### config.mk
export PLATFORM = sky130hd
export DESIGN_NAME = prog_pattern_detector
export DESIGN_NICKNAME = d
export VERILOG_FILES = /design/src/rtl/prog_pattern_detector.sv
export SDC_FILE = /design/constraint.sdc
export NUM_CORES = 1
export LEC_CHECK = 0
export ABC_AREA = 1
export CORE_MARGIN = 1.5
export CORE_UTILIZATION = 45
export DETAILED_ROUTE_END_ITERATION = 12
export PLACE_DENSITY = 0.77
export SLEW_MARGIN = 10
export SYNTH_ARGS = -nofsm -noshare
export SYNTH_HDL_FRONTEND = slang
export SYNTH_SLANG_ARGS = --single-unit
### constraint.sdc
create_clock -name clk_i -period 1.6 [get_ports clk_i]
set_input_delay 0.16 -clock clk_i [delete_from_list [all_inputs] [get_ports clk_i]]
set_output_delay 0.16 -clock clk_i [all_outputs]
set_load 0.005 [all_outputs]
### src/rtl/prog_pattern_detector.sv
// Serial pattern detector with programmable pattern, care mask and overlap mode.
// Define PD_MATCH_COUNTER_EN to include the saturating match counter.
module prog_pattern_detector #(
  parameter int                   PAT_WIDTH = 4,
  parameter int                   CNT_WIDTH = 8,
  parameter logic [PAT_WIDTH-1:0] PAT_RESET = PAT_WIDTH'(4'b1011)
) (
  input  logic                 clk_i,
  input  logic                 rst_i,
  input  logic                 d_i,
  input  logic                 valid_i,
  input  logic                 cfg_load_i,
  input  logic [PAT_WIDTH-1:0] pattern_i,
  input  logic [PAT_WIDTH-1:0] mask_i,
  input  logic                 overlap_i,
  input  logic                 clr_cnt_i,
  output logic                 pattern_detected_o,
  output logic [CNT_WIDTH-1:0] match_count_o,
  output logic                 cnt_sat_o
);

  localparam int                FILL_W    = $clog2(PAT_WIDTH + 1);
  localparam logic [FILL_W-1:0] FILL_FULL = FILL_W'(PAT_WIDTH);

  logic [PAT_WIDTH-1:0] r_hist;
  logic [FILL_W-1:0]    r_fill;
  logic [PAT_WIDTH-1:0] r_pattern;
  logic [PAT_WIDTH-1:0] r_mask;
  logic                 r_overlap;
  logic                 r_det;

  logic [PAT_WIDTH-1:0] w_new_hist;
  logic [FILL_W-1:0]    w_fill_next;
  logic                 w_sample;
  logic                 w_match;

  always_comb begin
    w_sample    = valid_i && !cfg_load_i;
    w_new_hist  = {r_hist[PAT_WIDTH-2:0], d_i};
    w_fill_next = (r_fill == FILL_FULL) ? FILL_FULL : r_fill + 1'b1;
    // The fill count includes the bit being sampled on this edge.
    w_match     = w_sample && (w_fill_next == FILL_FULL) &&
                  (((w_new_hist ^ r_pattern) & r_mask) == '0);
  end

  // NOTE: sequential state uses non-blocking assignments so every register
  // samples pre-edge values; blocking here would create order-dependent races.
  always_ff @(posedge clk_i or negedge rst_i) begin
    if (!rst_i) begin
      r_hist    <= '0;
      r_fill    <= '0;
      r_pattern <= PAT_RESET;
      r_mask    <= '1;
      r_overlap <= 1'b1;
      r_det     <= 1'b0;
    end else begin
      r_det <= w_match;
      if (cfg_load_i) begin
        r_pattern <= pattern_i;
        r_mask    <= mask_i;
        r_overlap <= overlap_i;
        r_hist    <= '0;
        r_fill    <= '0;
      end else if (valid_i) begin
        r_hist <= w_new_hist;
        r_fill <= (w_match && !r_overlap) ? '0 : w_fill_next;
      end
    end
  end

  assign pattern_detected_o = r_det;

`ifdef PD_MATCH_COUNTER_EN
  localparam logic [CNT_WIDTH-1:0] CNT_MAX = '1;

  logic [CNT_WIDTH-1:0] r_count;

  // Clear has priority over a coincident match; loading a new pattern keeps the count.
  always_ff @(posedge clk_i or negedge rst_i) begin
    if (!rst_i) begin
      r_count <= '0;
    end else if (clr_cnt_i) begin
      r_count <= '0;
    end else if (w_match && (r_count != CNT_MAX)) begin
      r_count <= r_count + 1'b1;
    end
  end

  assign match_count_o = r_count;
  assign cnt_sat_o     = (r_count == CNT_MAX);
`else
  logic w_unused_clr;

  assign w_unused_clr  = clr_cnt_i;
  assign match_count_o = '0;
  assign cnt_sat_o     = 1'b0;
`endif

endmodule

# Yosys cells after proc, flatten, opt, wreduce, memory -nomap -nowiden
# Index checks and enable logic that the tools add are counted.
[classes]
n_reduce_logical = 8
mux = 6
n_bitwise = 2
n_eq_ne = 2
addsub = 1
[ops]
columns = ["cell", "count"]
rows = [
  ["2-to-1 mux 3 bit", 6],
  ["== test 3 bit (second input constant)", 2],
  ["AND 4 bit", 1],
  ["logical AND 1 bit", 4],
  ["logical NOT 4 bit", 1],
  ["bitwise XOR 4 bit", 1],
  ["adder 3 x 1 -> 3 bit (second input constant)", 1],
  ["logical NOT 1 bit", 2],
  ["nonzero test 2 bit", 1],
]
[word_totals]
register_bits = 16
output_inout_bits = 10
wordCells = 25

# Logic depth before layout (Yosys ltp)
[depth]
word_depth = 9
mapped_depth = 9
mapped_depth_nobuf = 9

# Least setup slack after synthesis
# OpenSTA, ideal clock, no wires.
[synth_timing]
path_type = "register to register"
start = "register r_fill[0]"
end = "register r_fill[2]"
path_slack_ps = 436
n_path_buf = 0
t_required_ps = 1484
arrival_time_ps = 1048
path_stages_with_launch = 10
cell_sequence = "dfrtp_1 inv_1 ha_1 inv_1 nand3_1 nand3_2 nor2_1 nand3_1 nand2_1 nand2_1"
[synth_between]
elab_chain_cells = 9
elab_cells_between_ends = 10
[synth_rtl]
columns = ["item", "line_no", "rtl"]
rows = [
  ["start: declaration", "26", "logic [FILL_W-1:0] r_fill;"],
  ["start signal: assignment", "66", "r_fill <= (w_match && !r_overlap) ? '0 : w_fill_next;"],
  ["adder 3 x 1 -> 3 bit or == test 3 bit (tied branches)", "40", "w_fill_next = (r_fill == FILL_FULL) ? FILL_FULL : r_fill + 1'b1;"],
  ["2-to-1 mux 3 bit (*)", "40", ""],
  ["== test 3 bit", "42", "w_match = w_sample && (w_fill_next == FILL_FULL) &&"],
  ["logical AND 1 bit (2 in series)", "42", ""],
  ["logical AND 1 bit", "66", ""],
  ["2-to-1 mux 3 bit (*)", "66", ""],
  ["2-to-1 mux 3 bit (*)", "64", "end else if (valid_i) begin"],
  ["2-to-1 mux 3 bit (*)", "58", "if (cfg_load_i) begin"],
]
# Mark *: on every way between the ends. The rest lies on a longest branch, timed or not. The select of a mux whose other input is x is not followed.
# A chain may end at the register's enable or synchronous reset.

# Final worst setup path
[layout_timing]
start = "register r_det, in the netlist pattern_detected_o"
end = "output port pattern_detected_o"
[layout_rtl]
columns = ["item", "line_no", "rtl"]
rows = [
  ["start: declaration", "30", "logic r_det;"],
  ["start signal: assignment", "57", "r_det <= w_match;"],
  ["end: declaration", "17", "output logic pattern_detected_o,"],
]
# No word-level cell between the ends.

==> results.cfg <==
[worst_setup_path]
cpMaxStageDelayCell = clkdlybuf4s50_1
r2r_cells = 9
worstReg2RegEnd = r_fill[2]
r2r_slack_ps = 350
path_cells = clkdlybuf4s50_1
worstSetupEndpointType = output port
cp_max_fo = 1
crit_type = reg -> out
crit_buf_inv = 1
crit_arrival_ps = 1110
slowest_delay_ps = 490
rr_startpoint = r_fill[0]
crit_family = buffers and inverters
critPathRequiredTime_ps = 1440
critPathLaunchType = flip-flop

[finish]
fin_nets = 130
seqCellArea_sq_um = 410
area_growth_pct = 19.6
drive_gt1_share_pct = 18.9
fillers = 171
stdcell_area_sq_um = 1020
antennaDiodeCount = 0
multi_input_area_sq_um = 329

[clock_network]
cts_tree = built
cts-resized-gates = 0
clockBufferDepth = 2
root_buffer = clkbuf_4
clock_latency_ps = 290
clk_pin_slew_ps = 90
cts_max_level = 1
cts_hold_buffers = 0
cts_made_buffers = 3
cts_setup_buffers = 0
cts.sinks = 16

[place]
dpl_cell_area_sq_um = 1000
pre_cts_ws_ps = 184
io_buffer_count = 14
gp_congestion = 0.758
dp_hpwl_mm = 1.04

[floorplanning]
start_util_pct = 48.6
die_area_sq_um = 2180
core-area_sq_um = 1760
dieHeight_um = 46.6
io_pins = 25
rows = 15
die_w_um = 46.6

[synth]
seq_area_frac_synth_pct = 47.9
ys_ff_latch = 16
ys_warn_count = 0
synth_area_leaders = dfstp_2 (25%), dfrtp_1 (23%), nand2_1 (9.2%)
synth.top_cell.area_share_pct = 24.5
ys_types = 19
syn_area_sq_um = 857
syn_inst = 95
synth_top_area_cell = dfstp_2
syn_area_per_cell_sq_um = 9.02

[power]
p_leak_nw = 0.499
ir_drop_uv = 567
powerDensity_nw_per_um2 = 795

[global_routing]
grt_remaining_overflow = 0
grt_max_degree = 17
antenna_found_initial = 0
grt_pass1_wl_mm = 2.17
grt_use_total_pct = 14.4
grt_pass1_vias = 526

[timing]
setup_tns_ps = 0
finalHoldViolCount = 0
fin_crit_sh_pct = 79.2
fmax_mhz = 790
slew_violations = 0
rsz0062_at_grt = no
skew_ps = 4.32
min_period_ps = 1270
finalSetupViolCount = 0
fin_ws_ps = 333

[drt]
avgViaCountPerCell = 4.45
drc_errors = 0
dr_total_vias = 605
drtIter0Drc = 6
firstDrtPassIters = 4
postRouteAntennaNets = 0
wl_per_cell_um = 9.49
wl_mm = 1.29

[min_path]
holdCritPathClass = in -> async

[job]
maxCapViolCount = 0

[outcome]
status = finished, final reports clean
==> routing by layer <==
layer  wire (um)  global-route usage, %  up-vias
li1            -                      -      317
met1         606                   18.4      271
met2         615                   24.4       15
met3          54                   2.35        2
met4          12                   5.00        0
met5           0                      0        -
==> state kept, by name, indices dropped and copies added, names as in the netlist <==
register	count
r_fill	3
r_overlap	1
r_mask	4
r_pattern	4
r_hist	3
pattern_detected_o	1
==> power breakdown <==
part	switching, mW	leakage (nW)	internal (mW)
Clock	0.123	0.0138	0.0875
Sequential	0.0136	0.192	0.447
Combinational	0.0732	0.293	0.0698
==> stage by stage <==
stage	util, %	power, mW	std cells	hold WS (ps)
after global placement	56.8	0.607	133	478
after floorplan	-	0.567	103	-136
final	58.1	0.815	136	178
after CTS	58.1	0.821	136	182
after detailed placement	56.8	0.613	133	482
after global routing	58.1	0.859	136	197
==> placed cells by master, fill, tap and decap left out, types with 3 or more instances in the layout <==
master           instances
o22ai_1                  5
dfrtp_1                  8
nand2_1                 21
clkdlybuf4s50_1         14
conb_1                   9
nand3_1                  6
o21ai_0                  5
inv_1                   16
nor2_1                   3
dfstp_2                  8
mux2_2                   4
clkbuf_4                 3
==> layout make-up <==
class	count	share of cell area (%)
timing repair buffer	16	16.4
clock buffer	3	2.20
tap	25	3.05
inverter	17	6.23
multi-input combinational	59	32.1
sequential	16	40.0
==> logic make-up after synthesis <==
family / after synthesis / synth area share, %
AOI/OAI and AO/OA: 10 / 6.57
adders and majority gates: 2 / 2.92
buffers and inverters: 28 / 17.2
DFF: 16 / 47.9
muxes: 4 / 5.26
other: 1 / 0.438
and+or+nand+nor: 34 / 19.7
==> synthesized netlist by cell type <==
master    n
inv_1    16
conb_1    1
dfrtp_1   8
nand3_2   1
mux2_2    4
nand3_1   6
ha_1      2
nor4_2    1
dfstp_2   8
buf_4     9
or2_1     1
nor2_8    1
o21ai_0   5
nor2_1    3
o22ai_1   5
inv_2     1
buf_6     1
nand2_1  21
buf_2     1
==> worst max-delay path by stage <==
stage / from / depth (start not counted) / to / slack [ps]
after global routing: r_fill[0] / 9 / r_fill[2] / 200
after floorplan: r_fill[0] / 9 / r_fill[2] / 440
final: pattern_detected_o / 1 / pattern_detected_o / 330
after CTS: pattern_detected_o / 1 / pattern_detected_o / 330
after detailed placement: cfg_load_i / 8 / r_fill[2] / 180
after global placement: cfg_load_i / 8 / r_fill[2] / 230
No activity file was read; power rests on OpenSTA's default activity.
